[config.mk]
export PLATFORM = sky130hd
export DESIGN_NAME = lo_quad_decoder_flat
export DESIGN_NICKNAME = d
export VERILOG_FILES = /design/src/rtl/lo_dec_pkg.sv /design/src/rtl/lo_dec_if.sv /design/src/rtl/lo_dec_sync.sv /design/src/rtl/lo_quad_decoder.sv /design/src/flat_wrapper.sv
export SDC_FILE = /design/constraint.sdc
export NUM_CORES = 1
export LEC_CHECK = 0
export CORE_ASPECT_RATIO = 1.75
export CORE_MARGIN = 2
export CORE_UTILIZATION = 50
export CTS_CLUSTER_DIAMETER = 80
export CTS_CLUSTER_SIZE = 10
export DETAILED_ROUTE_END_ITERATION = 10
export GPL_TIMING_DRIVEN = 0
export PLACE_DENSITY = 0.76
export SETUP_SLACK_MARGIN = 0.15
export SKIP_CTS_REPAIR_TIMING = 1
export SLEW_MARGIN = 5
export SYNTH_ARGS = -nofsm -noshare
export SYNTH_HDL_FRONTEND = slang
export SYNTH_SLANG_ARGS = --single-unit
[constraint.sdc]
create_clock -name clk -period 6.1 [get_ports clk]
set_input_delay 1.22 -clock clk [delete_from_list [all_inputs] [get_ports clk]]
set_output_delay 1.22 -clock clk [all_outputs]
set_load 0.1 [all_outputs]
[src/rtl/lo_dec_pkg.sv]
// Shared definitions for the LO quadrature decoder: quadrant codes, FSM states,
// and the {sin,cos}-to-quadrant and step-classification helpers.
package lo_dec_pkg;

   localparam logic [1:0] Q0 = 2'd0;
   localparam logic [1:0] Q1 = 2'd1;
   localparam logic [1:0] Q2 = 2'd2;
   localparam logic [1:0] Q3 = 2'd3;

   typedef enum logic [1:0] {
      ST_IDLE   = 2'd0,
      ST_MEAS   = 2'd1,
      ST_TRACK  = 2'd2,
      ST_LOCKED = 2'd3
   } lo_state_e;

   typedef enum logic [1:0] {
      STEP_HOLD    = 2'd0,
      STEP_FWD     = 2'd1,
      STEP_REV     = 2'd2,
      STEP_ILLEGAL = 2'd3
   } lo_step_e;

   function automatic logic [1:0] sc_to_quad(input logic [1:0] sc);
      logic [1:0] q;
      case (sc)
         2'b11:   q = Q0;
         2'b10:   q = Q1;
         2'b00:   q = Q2;
         2'b01:   q = Q3;
         default: q = Q2;
      endcase
      return q;
   endfunction

   // Quadrant arithmetic is mod 4, so 2-bit wrap gives the Q3<->Q0 neighbours.
   function automatic lo_step_e classify_step(input logic [1:0] q_old, input logic [1:0] q_new);
      lo_step_e s;
      if (q_new == q_old) begin
         s = STEP_HOLD;
      end else if (q_new == q_old + 2'd1) begin
         s = STEP_FWD;
      end else if (q_new == q_old - 2'd1) begin
         s = STEP_REV;
      end else begin
         s = STEP_ILLEGAL;
      end
      return s;
   endfunction

endpackage

[src/rtl/lo_dec_if.sv]
// LO input pair and decoder status bundle; master = decoder, slave = LO source/consumer.
interface lo_dec_if #(parameter int CNT_W = 16);
   logic             sin_in;
   logic             cos_in;
   logic [1:0]       quadrant;
   logic             dir;
   logic [CNT_W-1:0] period;
   logic             period_valid;
   logic             locked;
   logic             err;
   logic [7:0]       err_cnt;

   modport master (
      input  sin_in, cos_in,
      output quadrant, dir, period, period_valid, locked, err, err_cnt
   );

   modport slave (
      output sin_in, cos_in,
      input  quadrant, dir, period, period_valid, locked, err, err_cnt
   );
endinterface

[src/rtl/lo_dec_sync.sv]
// Two-flop synchronizer for the LO pair; LO_DEC_GLITCH_FILTER_EN adds a
// two-equal-sample acceptance filter (one extra cycle of latency).
module lo_dec_sync (
   input  logic       clk,
   input  logic       rstb,
   input  logic       sin_in,
   input  logic       cos_in,
   output logic [1:0] sc
);

   logic [1:0] meta_r;
   logic [1:0] sync_r;

   // metastability guard for both asynchronous LO inputs
   always_ff @(posedge clk or negedge rstb) begin
      if (!rstb) begin
         meta_r <= 2'b00;
         sync_r <= 2'b00;
      end else begin
         meta_r <= {sin_in, cos_in};
         sync_r <= meta_r;
      end
   end

`ifdef LO_DEC_GLITCH_FILTER_EN
   logic [1:0] last_r;
   logic [1:0] filt_r;
   logic [1:0] filt_s;

   // accept a value only once it has been seen on two consecutive samples
   always_comb begin
      filt_s = filt_r;
      if (sync_r == last_r) begin
         filt_s = sync_r;
      end else begin
         filt_s = filt_r;
      end
   end

   // sample history and last accepted value
   always_ff @(posedge clk or negedge rstb) begin
      if (!rstb) begin
         last_r <= 2'b00;
         filt_r <= 2'b00;
      end else begin
         last_r <= sync_r;
         filt_r <= filt_s;
      end
   end

   assign sc = filt_s;
`else
   assign sc = sync_r;
`endif

endmodule

[src/rtl/lo_quad_decoder.sv]
// Quadrature LO decoder: quadrant/direction, period measurement, lock FSM, error count.
// Optional glitch filter in the synchronizer: define LO_DEC_GLITCH_FILTER_EN.
module lo_quad_decoder
   import lo_dec_pkg::*;
#(
   parameter int CNT_W       = 16,
   parameter int LOCK_CYCLES = 4,
   parameter int TOL         = 2
) (
   input  logic     clk,
   input  logic     rstb,
   lo_dec_if.master bus
);

   localparam logic [CNT_W-1:0] CNT_ONE = CNT_W'(1);
   localparam logic [CNT_W-1:0] CNT_MAX = {CNT_W{1'b1}};
   localparam logic [CNT_W:0]   TOL_V   = (CNT_W+1)'(TOL);
   localparam logic [3:0]       LOCK_V  = 4'(LOCK_CYCLES);

   logic [1:0]       sc_s;
   logic [1:0]       q_new_s;
   lo_step_e         step_s;
   logic             crossing_s;
   logic             timeout_s;
   logic             abort_s;
   logic             err_ev_s;
   logic [CNT_W:0]   diff_s;
   logic [CNT_W:0]   absdiff_s;
   logic             consistent_s;

   logic [1:0]       quadrant_r;
   logic             dir_r;
   logic [CNT_W-1:0] cnt_r;
   logic [CNT_W-1:0] period_r;
   logic             pv_r;
   logic             locked_r;
   logic             err_r;
   logic [7:0]       err_cnt_r;
   lo_state_e        state_r;
   logic [3:0]       lock_cnt_r;

   lo_state_e        state_n;
   logic [3:0]       lock_cnt_n;
   logic [CNT_W-1:0] period_n;
   logic             pv_n;

   lo_dec_sync u_sync (
      .clk    (clk),
      .rstb   (rstb),
      .sin_in (bus.sin_in),
      .cos_in (bus.cos_in),
      .sc     (sc_s)
   );

   assign q_new_s      = sc_to_quad(sc_s);
   assign step_s       = classify_step(quadrant_r, q_new_s);
   assign crossing_s   = (step_s == STEP_FWD) && (q_new_s == Q0);
   assign timeout_s    = (cnt_r == CNT_MAX - CNT_ONE) && !crossing_s;
   assign abort_s      = (step_s == STEP_REV) || (step_s == STEP_ILLEGAL) || timeout_s;
   assign err_ev_s     = (step_s == STEP_ILLEGAL) || timeout_s;
   // widened by one bit so the sign survives and the magnitude never wraps
   assign diff_s       = {1'b0, cnt_r} - {1'b0, period_r};
   assign absdiff_s    = diff_s[CNT_W] ? ({1'b0, period_r} - {1'b0, cnt_r}) : diff_s;
   assign consistent_s = (absdiff_s <= TOL_V);

   // lock FSM next state; period is latched only from MEAS onwards
   always_comb begin
      state_n    = state_r;
      lock_cnt_n = lock_cnt_r;
      period_n   = period_r;
      pv_n       = 1'b0;
      if (abort_s) begin
         state_n    = ST_IDLE;
         lock_cnt_n = 4'd0;
      end else if (crossing_s) begin
         case (state_r)
            ST_IDLE: begin
               state_n = ST_MEAS;
            end
            ST_MEAS: begin
               period_n   = cnt_r;
               pv_n       = 1'b1;
               lock_cnt_n = 4'd0;
               state_n    = ST_TRACK;
            end
            ST_TRACK: begin
               period_n = cnt_r;
               pv_n     = 1'b1;
               if (consistent_s) begin
                  lock_cnt_n = lock_cnt_r + 4'd1;
                  if (lock_cnt_n == LOCK_V) begin
                     state_n = ST_LOCKED;
                  end else begin
                     state_n = ST_TRACK;
                  end
               end else begin
                  lock_cnt_n = 4'd0;
               end
            end
            ST_LOCKED: begin
               period_n = cnt_r;
               pv_n     = 1'b1;
               if (!consistent_s) begin
                  lock_cnt_n = 4'd0;
                  state_n    = ST_TRACK;
               end else begin
                  state_n = ST_LOCKED;
               end
            end
            default: begin
               state_n = ST_IDLE;
            end
         endcase
      end else begin
         state_n = state_r;
      end
   end

   // state, quadrant, direction and period registers
   always_ff @(posedge clk or negedge rstb) begin
      if (!rstb) begin
         state_r    <= ST_IDLE;
         lock_cnt_r <= 4'd0;
         quadrant_r <= Q2;
         dir_r      <= 1'b1;
         period_r   <= '0;
         pv_r       <= 1'b0;
         locked_r   <= 1'b0;
      end else begin
         state_r    <= state_n;
         lock_cnt_r <= lock_cnt_n;
         quadrant_r <= q_new_s;
         period_r   <= period_n;
         pv_r       <= pv_n;
         locked_r   <= (state_n == ST_LOCKED);
         case (step_s)
            STEP_FWD: dir_r <= 1'b1;
            STEP_REV: dir_r <= 1'b0;
            default:  dir_r <= dir_r;
         endcase
      end
   end

   // period counter restarts at 1 on a crossing and parks at all-ones on timeout
   always_ff @(posedge clk or negedge rstb) begin
      if (!rstb) begin
         cnt_r <= '0;
      end else if (crossing_s) begin
         cnt_r <= CNT_ONE;
      end else if (cnt_r != CNT_MAX) begin
         cnt_r <= cnt_r + CNT_ONE;
      end
   end

   // one err pulse per cycle even when a jump and a timeout coincide
   always_ff @(posedge clk or negedge rstb) begin
      if (!rstb) begin
         err_r     <= 1'b0;
         err_cnt_r <= 8'd0;
      end else begin
         err_r <= err_ev_s;
         if (err_ev_s && (err_cnt_r != 8'hFF)) begin
            err_cnt_r <= err_cnt_r + 8'd1;
         end
      end
   end

   assign bus.quadrant     = quadrant_r;
   assign bus.dir          = dir_r;
   assign bus.period       = period_r;
   assign bus.period_valid = pv_r;
   assign bus.locked       = locked_r;
   assign bus.err          = err_r;
   assign bus.err_cnt      = err_cnt_r;

endmodule

[src/flat_wrapper.sv]
// flat-port wrapper written by rule: the top's interface ports become plain ports
module lo_quad_decoder_flat import lo_dec_pkg::*;
#(
   parameter int CNT_W       = 16,
   parameter int LOCK_CYCLES = 4,
   parameter int TOL         = 2
)
  (clk, rstb, bus_sin_in, bus_cos_in, bus_quadrant, bus_dir, bus_period, bus_period_valid, bus_locked, bus_err, bus_err_cnt);
  lo_dec_if #(.CNT_W(CNT_W)) bus_i ();
  input  logic clk;
  input  logic rstb;
  input wire logic [$bits(bus_i.sin_in)-1:0] bus_sin_in;
  input wire logic [$bits(bus_i.cos_in)-1:0] bus_cos_in;
  output wire logic [$bits(bus_i.quadrant)-1:0] bus_quadrant;
  output wire logic [$bits(bus_i.dir)-1:0] bus_dir;
  output wire logic [$bits(bus_i.period)-1:0] bus_period;
  output wire logic [$bits(bus_i.period_valid)-1:0] bus_period_valid;
  output wire logic [$bits(bus_i.locked)-1:0] bus_locked;
  output wire logic [$bits(bus_i.err)-1:0] bus_err;
  output wire logic [$bits(bus_i.err_cnt)-1:0] bus_err_cnt;
  assign bus_i.sin_in = bus_sin_in;
  assign bus_i.cos_in = bus_cos_in;
  assign bus_quadrant = bus_i.quadrant;
  assign bus_dir = bus_i.dir;
  assign bus_period = bus_i.period;
  assign bus_period_valid = bus_i.period_valid;
  assign bus_locked = bus_i.locked;
  assign bus_err = bus_i.err;
  assign bus_err_cnt = bus_i.err_cnt;
  lo_quad_decoder #(.CNT_W(CNT_W), .LOCK_CYCLES(LOCK_CYCLES), .TOL(TOL)) u_core (.clk(clk), .rstb(rstb), .bus(bus_i));
endmodule
# Yosys cells after proc, flatten, opt, wreduce, memory -nomap -nowiden
# Cells that the tools add are included.
# Widths: inputs -> output; s select.
[word_totals] ff_bits=56 in_bits=4
[op_classes] reduce_logical=17 addsub=7 eq_ne=18 n_lt_le_gt_ge=1 bitwise=1 mux=22
[ops] cell="$sub 16x16->17" n=2
[ops] cell="$mux 16" n=2
[ops] cell="$le 17x2->1 const B" n=1
[ops] cell="$mux 17" n=1
[ops] cell="$add 16x1->16 const B" n=1
[ops] cell="$eq 16x16->1 const B" n=1
[ops] cell="$mux 4" n=4
[ops] cell="$ne 16x16->1 const B" n=1
[ops] cell="$pmux 2 s4" n=2
[ops] cell="$eq 2x2->1 const B" n=7
[ops] cell="$pmux 4 s3" n=1
[ops] cell="$mux 2" n=5
[ops] cell="$add 8x1->8 const B" n=1
[ops] cell="$ne 8x8->1 const B" n=1
[ops] cell="$eq 2x1->1 const B" n=3
[ops] cell="$eq 2x2->1" n=3
[ops] cell="$logic_not 2->1" n=3
[ops] cell="$mux 1" n=6
[ops] cell="$reduce_and 3->1" n=2
[ops] cell="$reduce_bool 2->1" n=3
[ops] cell="$add 4x1->4 const B" n=1
[ops] cell="$eq 4x3->1 const B" n=1
[ops] cell="$reduce_bool 4->1" n=1
[ops] cell="$logic_and 1x1->1" n=3
[ops] cell="8 further kinds" n=10

# Longest topological paths before layout
# Gate-level depths: netlist of the first run.
[logic_depth] ltp_word=13 ltp_mapped=16 depth_no_buf=16

# Modules after synthesis
# Synthesis of the first run repeated with hierarchy kept, for this count alone.
[hier_totals] hier_cells=479 hier_area_um2=4215.3
[modules_own_cells] module="lo_quad_decoder" cells_each=475 area_per_inst_um2=4115.2 instances=1
[modules_own_cells] module="lo_dec_sync" cells_each=4 area_per_inst_um2=100.1 instances=1

# Worst setup path after synthesis of the first run
# No wires, ideal clock.
[synth_timing] kind="register -> register" startpoint="reg u_core.period_r[1] (netlist: u_core.bus.period[1])" endpoint="reg u_core.lock_cnt_r[0]" n_path_buf=0 arrival_time_ns=3.598 slack_ns=2.377 path_stages_with_launch=12 path_cell_list="dfrtp_1 inv_1 fa_1 nand3_1 a21oi_2 o21a_4 or4_4 and3_4 o21ai_2 nor4_4 a32o_2 mux2_4"
[synth_between] elab_chain_cells=7 word_cells_on_any_way=10 cone_classes="2 x add/sub; 1 x order compare; 1 x eq/ne; 5 x mux; 1 x reduce/logical"
[synth_lines] element="start: declaration" line_no="lo_quad_decoder.sv:34" text="logic [CNT_W-1:0] period_r;"
[synth_lines] element="start signal: assignment" line_no="lo_quad_decoder.sv:133" text="period_r <= period_n;"
[synth_lines] element="$sub 16x16->17, on equally long branches" line_no="lo_quad_decoder.sv:62, lo_quad_decoder.sv:63"
[synth_lines] element="$mux 17 (*)" line_no="lo_quad_decoder.sv:63" text="assign absdiff_s = diff_s[CNT_W] ? ({1'b0, period_r} - {1'b0, cnt_r}) : diff_s;"
[synth_lines] element="$le 17x2->1 (*)" line_no="lo_quad_decoder.sv:64" text="assign consistent_s = (absdiff_s <= TOL_V);"
[synth_lines] element="$mux 4" line_no="lo_quad_decoder.sv:89" text="if (consistent_s) begin"
[synth_lines] element="$pmux 4 s3" line_no="lo_quad_decoder.sv:76" text="case (state_r)"
[synth_lines] element="$mux 4" line_no="lo_quad_decoder.sv:75" text="end else if (crossing_s) begin"
[synth_lines] element="$mux 4" line_no="lo_quad_decoder.sv:72" text="if (abort_s) begin"
[synth_lines] element="end signal: assignment" line_no="lo_quad_decoder.sv:131" text="lock_cnt_r <= lock_cnt_n;"
[synth_lines] element="end: declaration" line_no="lo_quad_decoder.sv:40" text="logic [3:0] lock_cnt_r;"
# Mark *: on every way between the ends. The rest lies on a longest branch, timed or not. The select of a mux whose other input is x is not followed.
# A chain may end at the register's enable or synchronous reset.

# Worst setup path in the final report of the first run
[layout_timing] startpoint="reg u_core.cnt_r[0]" endpoint="reg u_core.lock_cnt_r[3]"
[layout_between] elab_chain_cells=7 word_cells_on_any_way=15 cone_classes="2 x add/sub; 1 x order compare; 2 x eq/ne; 5 x mux; 5 x reduce/logical"
[layout_lines] element="start: declaration" line_no="lo_quad_decoder.sv:33" text="logic [CNT_W-1:0] cnt_r;"
[layout_lines] element="start signal: assignment" line_no="lo_quad_decoder.sv:151" text="cnt_r <= cnt_r + CNT_ONE;"
[layout_lines] element="$sub 16x16->17, on equally long branches" line_no="lo_quad_decoder.sv:62, lo_quad_decoder.sv:63"
[layout_lines] element="$mux 17" line_no="lo_quad_decoder.sv:63"
[layout_lines] element="$le 17x2->1" line_no="lo_quad_decoder.sv:64"
[layout_lines] element="$mux 4" line_no="lo_quad_decoder.sv:89"
[layout_lines] element="$pmux 4 s3" line_no="lo_quad_decoder.sv:76"
[layout_lines] element="$mux 4" line_no="lo_quad_decoder.sv:75"
[layout_lines] element="$mux 4" line_no="lo_quad_decoder.sv:72"
# Parallel ways exist; a longest one is shown, timed or not. The select of a mux whose other input is x is not followed.

==> metrics.cfg, run 1 <==
[timing]
finalHoldViolCount = 0
layout_min_cycle_time_ns = 4.02
worst_slew_pin_slew_ns = 0.981
period_share = 0.659
finClkSkew_ns = 0.00193
fmax_mhz = 249
maxSlewViolCount = 0
finalSetupViolCount = 0
rsz0062_at_grt = false
max_slew_margin = 0.344
tns_ns = 0

[synthesis]
synth_edf_count = 0
synth.top_cell.area_share = 0.293
synthArstFlopShare = 1.00
synth_top_cell_by_area = dfrtp_1
synth.ff_latch_count = 56
synth_nets = 591
synth_warnings = 0
syn_area_sq_um = 4610
synth_seq_area_share = 0.304
ys.flop_type = dfrtp_1
syn-mean-instance-area_sq_um = 8.51
synth_area_leaders = dfrtp_1 (29%), ha_1 (12%), o21ai_0 (5.0%)
synth_commonest_cells = dfrtp_1 (54), nand2_1 (51), inv_1 (49)
synth.most_common_cell = dfrtp_1
synthDistinctLibCells = 75
synth_cells = 542

[global_route]
overflow = 0
grt_pass1_vias = 4267
grt_max_degree = 36
grt_antenna_before_repair = 0
track_usage = 0.264
grt_pass1_wl_mm = 20.8

[placement]
place_congestion = 0.956
place_inst = 696
io_buffers = 33
hpwlAfterDp_mm = 10.4

[detailed_routing]
drt_iter0_markers = 292
vias_per_cell = 5.94
wl_per_cell_um = 18.5
final_antenna_net_count = 0
drc_errors = 0
first_pass_iters = 5
vias = 4184
wl_mm = 13.0

[cells_and_area]
final_nets = 632
final_util = 0.581
fillers = 835
instances_no_fill = 704
drive_gt1_frac = 0.0925
multi_input_area_sq_um = 2900
antenna_cells = 0
seq_area_sq_um = 1400
areaGrowthSynthToFinish_pct = 13.9

[floorplanning]
die_area_sq_um = 10000
start_util = 0.510
placementRows = 46
dieHeight_um = 131
core_sq_um = 9040
die-width_um = 76.6
io_pins = 34

[job]
max-cap-violations = 0

[setup_path]
ff2ff_path_depth = 14
cpPeakStageDelay_ns = 0.73
crit_required_ns = 6.31
critPathSlowestCell = o311ai_0
startpoint_type = flop
critPathKind = reg2reg
crit_path_end_kind = flop
path_cells = inv_1, ha_1, inv_1, fa_1, nand3_1, a21oi_2, o21ai_1, buf_2, nand2_1, o311ai_0, nand3_1, nor4b_1, nand4_1, o2bb2ai_1
crit_arrival_ns = 4.23
crit_fanout = 10

[power_and_ir_drop]
clockPowerShare = 0.119
p_int_mw = 1.18
pwr_density_cell_nw_per_um2 = 470
p_switching_mw = 1.28
p_sw_frac = 0.521
seqPwrFrac = 0.201
finalPower_mw = 2.47
p_leak_nw = 2.31
ir_drop_mv = 0.436
p_comb_frac = 0.680

[clock_tree]
cts_buffer_depth = 2
cts_tree = built
cts_sinks = 56
cts_max_level = 2
cts_root_buf = clkbuf_16
cts_buffers = 5
clk_latency_ns = 0.29
clk_pin_slew_ns = 0.07

[status]
status = completed

[min_path]
min_path_type = reg2reg
holdPathStages = 0

[layer usage]
layer / part of all wire / vias up / routed length (um) / track usage
li1: - / 2017 / - / -
met1: 0.38 / 1955 / 4950 / 0.272
met2: 0.52 / 156 / 6820 / 0.498
met3: 0.029 / 56 / 374 / 0.0212
met4: 0.069 / 0 / 901 / 0.198
met5: 0 / - / 0 / 0
[layout make-up]
| cell class | instances | area share |
|---|---|---|
| Tap cell | 120 | 0.0286 |
| Multi-Input combinational cell | 414 | 0.551 |
| Clock buffer | 8 | 0.0279 |
| Timing Repair Buffer | 34 | 0.0657 |
| Sequential cell | 56 | 0.267 |
| Buffer | 23 | 0.0245 |
| Inverter | 49 | 0.0350 |
[metrics by stage]
| stage | setup slack, ns | hold WS, ns | instance area, sq um |
|---|---|---|---|
| floorplan | 2.38 | 0.331 | 4610 |
| global placement | 2.12 | 0.335 | 5090 |
| detailed placement | 2.20 | 0.338 | 5110 |
| CTS | 2.18 | 0.356 | 5250 |
| global route | 1.84 | 0.359 | 5250 |
| finish | 2.08 | 0.356 | 5250 |
[flip-flops by register name (all words and copies together) (netlist names), 2 cells and up]
signal,count
u_core.bus.quadrant,2
u_core.u_sync.sc,2
u_core.bus.period,16
u_core.cnt_r,16
u_core.state_r,2
u_core.bus.err_cnt,8
u_core.lock_cnt_r,4
u_core.u_sync.meta_r,2
[cells by family after synthesis]
kind of cell | share of synthesized area
AO/OA/AOI/OAI | 0.234
flip-flops | 0.304
multiplexers | 0.0103
buffers and inverters | 0.0678
XOR/XNOR | 0.0551
adder cells (fa/ha/maj) | 0.125
AND/OR/NAND/NOR | 0.203
[path summary, 6_finish.rpt]
check	startpoint	end	slack (ns)
worst max-delay path	u_core.cnt_r[0]$_DFFE_PN0P_	u_core.lock_cnt_r[3]$_DFFE_PN0P_	2.08
worst min-delay path	u_core.u_sync.meta_r[0]$_DFF_PN0_	u_core.u_sync.sc[0]$_DFF_PN0_	0.36
worst max register to register	u_core.cnt_r[0]$_DFFE_PN0P_	u_core.lock_cnt_r[3]$_DFFE_PN0P_	2.08
worst min register to register	u_core.u_sync.meta_r[0]$_DFF_PN0_	u_core.u_sync.sc[0]$_DFF_PN0_	0.36
max in group asynchronous	rstb	u_core.bus.dir$_DFFE_PN1P_	4.59
min in group asynchronous	rstb	u_core.u_sync.meta_r[1]$_DFF_PN0_	0.89
[cell usage in the layout, fill, tap and decap left out, types with 4 or more instances in the layout]
cell | Yosys | routed
a21o_1 | 8 | 8
clkdlybuf4s50_1 | 0 | 32
ha_1 | 43 | 43
nand4_1 | 22 | 22
clkbuf_1 | 6 | 8
o21ai_0 | 46 | 46
inv_1 | 49 | 49
and2_1 | 5 | 5
a31oi_1 | 4 | 4
xor2_1 | 7 | 7
nand2b_1 | 4 | 4
a21oi_1 | 40 | 40
xnor2_1 | 22 | 22
and3_1 | 8 | 8
nand3_1 | 12 | 12
a21oi_2 | 4 | 4
buf_2 | 13 | 14
nor3_1 | 9 | 9
o211ai_1 | 5 | 5
nand2_1 | 51 | 51
nor2_1 | 34 | 34
o21bai_1 | 4 | 4
o221ai_1 | 4 | 4
nor2b_1 | 4 | 4
dfrtp_1 | 54 | 54
clkbuf_16 | 0 | 5
a211oi_1 | 6 | 6
[worst max-delay path: cells and delay by family, from the launching register on]
kind            cells  cell delay, ns
compound gates      4            1.30
flops               1            0.46
buf+inv             3            0.48
fa+ha+maj           2            0.63
simple gates        5            1.06
[power by group through the flow]
stage	combinational, mW	clock (mW)	sequential [mW]
after floorplan	1.02	0	0.721
after global placement	1.61	0	0.500
after detailed placement	1.63	0	0.501
after CTS	1.64	0.298	0.496
after global routing	1.78	0.312	0.505
final	1.68	0.294	0.496
(Power assumes the default switching activity.)
==> run 2, diff against run 1 <==
==> constraint.sdc (replaced) <==
create_clock -name clk -period 3.9 [get_ports clk]
set_input_delay 0.78 -clock clk [delete_from_list [all_inputs] [get_ports clk]]
set_output_delay 0.78 -clock clk [all_outputs]
set_load 0.1 [all_outputs]
==> run 2 against run 1 <==
  * Via count hardly changed
  * Combinational power is 61% higher
  * Worst setup slack worse by 1.8 ns
  * Critical endpoint unchanged
  * Highest routed layer unchanged
==> metrics.cfg, run 2 (synthesis results as in run 1) <==
[placement]
io_buffers = 33  ; unchanged
place_congestion = 0.956  ; unchanged
hpwlAfterDp_mm = 10.4  ; unchanged
place_area_sq_um = 5110  ; unchanged

[cells_and_area]
drive_gt1_frac = 0.110  ; +0.0171
areaGrowthSynthToFinish_pct = 15.0
postLayoutCellArea_sq_um = 5310  ; +0.98%
antenna_cells = 0  ; unchanged
final_nets = 632  ; unchanged
final_cell_mix = dfrtp_1 (54), inv_1 (49), nand2_1 (49)
mostFrequentLayoutCell = dfrtp_1
fillers = 825  ; -1.2%

[clock_tree]
cts_max_level = 2  ; unchanged
cts_sinks = 56  ; unchanged
cts_buffers = 5  ; unchanged
cts_root_buf = clkbuf_16
clk_pin_slew_ns = 0.07  ; about the same
cts_buffer_depth = 2  ; unchanged
cts_tree = built
clk_latency_ns = 0.29  ; about the same

[timing]
finalSetupViolCount = 0  ; unchanged
finClkSkew_ns = 0.00190  ; -0.0000320 ns
max_slew_margin = 0.344  ; unchanged
rsz0062_at_grt = false
period_share = 0.915  ; +0.256
finalHoldViolCount = 0  ; unchanged
fmax_mhz = 280  ; +13%
worst_slew_pin_slew_ns = 0.981  ; unchanged
layout_min_cycle_time_ns = 3.57  ; -0.450 ns
maxSlewViolCount = 0  ; unchanged
whs_ns = 0.356  ; -0.0000200 ns

[detailed_routing]
vias = 4186  ; +0.048%
wl_mm = 13.1  ; +0.51%
drc_errors = 0  ; unchanged
vias_per_cell = 5.95  ; about the same
first_pass_iters = 5  ; unchanged
final_antenna_net_count = 0  ; unchanged
wl_per_cell_um = 18.6  ; +0.51%
drt_iter0_markers = 302  ; +3.4%

[global_route]
grt_max_degree = 36  ; unchanged
grt_antenna_before_repair = 0  ; unchanged
grt_pass1_wl_mm = 20.8  ; unchanged
grt_pass1_vias = 4267  ; unchanged
overflow = 0  ; unchanged
track_usage = 0.264  ; unchanged

[floorplanning]
die_area_sq_um = 10000  ; unchanged
placementRows = 46  ; unchanged
core_sq_um = 9040  ; unchanged
dieHeight_um = 131  ; unchanged
die-width_um = 76.6  ; unchanged
io_pins = 34  ; unchanged
start_util = 0.510  ; unchanged

[min_path]
min_path_type = reg2reg
holdPathStages = 0  ; unchanged

[setup_path]
cpPeakStageDelay_ns = 0.52  ; -0.21 ns
path_cells = inv_1, ha_1, inv_1, fa_1, nand3_1, a21oi_2, o21a_4, or4_4, a21oi_1, o21ai_2, nor4_4, a32o_2, o2bb2ai_1
crit_buf_inv = 2  ; -1
cp.depth = 13  ; -1
ff2ff_path_depth = 13  ; -1
startpoint_type = flop
crit_fanout = 8  ; -2
crit_path_end_kind = flop
cp_top_family = compound AO/OA/AOI/OAI gates
crit_arrival_ns = 3.78  ; -0.45 ns
crit_required_ns = 4.11  ; -2.20 ns
cpMostUsedCell = inv_1
critPathKind = reg2reg
critPathSlowestCell = or4_4

[status]
status = completed

[power_and_ir_drop]
ir_drop_mv = 0.681  ; +56%
p_leak_nw = 2.33  ; +1.2%
pwr_density_cell_nw_per_um2 = 743  ; +58%

[job]
max-cap-violations = 0  ; unchanged

==> run 2: layout make-up <==
cell class / count / area (sq um) / share of cell area
multi-input combinational: 414 / 2940 / 0.554
sequential: 56 / 1400 / 0.265
timing repair buffer: 34 / 345 / 0.0651
inverter: 49 / 184 / 0.0347
tap: 120 / 150 / 0.0283
clock buffer: 8 / 146 / 0.0276
buffer: 23 / 136 / 0.0257
==> run 2: power breakdown <==
group / switching (mW) / internal, mW
Combinational: 1.74 / 0.968
Sequential: 0.105 / 0.670
Clock: 0.202 / 0.257
==> run 2: worst reg2reg max path: stages (launching register included) <==
cell and delay [ns]:
dfrtp_1 0.46, inv_1 0.13, ha_1 0.19, inv_1 0.06
fa_1 0.45, nand3_1 0.14, a21oi_2 0.10, o21a_4 0.26
or4_4 0.52, a21oi_1 0.22, o21ai_2 0.11, nor4_4 0.42
a32o_2 0.30, o2bb2ai_1 0.14
==> run 2: metrics by stage <==
stage,util,cells,power [mW],setup TNS (ns),setup slack (ns)
floorplan,-,542,2.73,0,0.177
global placement,0.564,695,3.30,-0.0470,-0.0470
detailed placement,0.565,696,3.34,-0.00486,-0.00486
CTS,0.581,704,3.81,-0.0255,-0.0216
global route,0.587,704,4.15,0,0.159
finish,0.587,704,3.94,0,0.330
==> run 2: metal layers <==
metal,GRT usage,share of wire,up-vias
li1,-,-,2023
met1,0.272,0.39,1974
met2,0.498,0.52,140
met3,0.0212,0.025,49
met4,0.198,0.065,0
met5,0,0,-
==> run 2: path summary, 6_finish.rpt <==
kind | startpoint | endpoint | slack [ns]
max in group asynchronous | rstb | u_core.bus.dir$_DFFE_PN1P_ | 2.82
hold / removal | u_core.u_sync.meta_r[0]$_DFF_PN0_ | u_core.u_sync.sc[0]$_DFF_PN0_ | 0.36
hold reg to reg | u_core.u_sync.meta_r[0]$_DFF_PN0_ | u_core.u_sync.sc[0]$_DFF_PN0_ | 0.36
setup / recovery | u_core.cnt_r[0]$_DFFE_PN0P_ | u_core.lock_cnt_r[3]$_DFFE_PN0P_ | 0.33
min in group asynchronous | rstb | u_core.u_sync.meta_r[1]$_DFF_PN0_ | 0.45
setup reg to reg | u_core.cnt_r[0]$_DFFE_PN0P_ | u_core.lock_cnt_r[3]$_DFFE_PN0P_ | 0.33
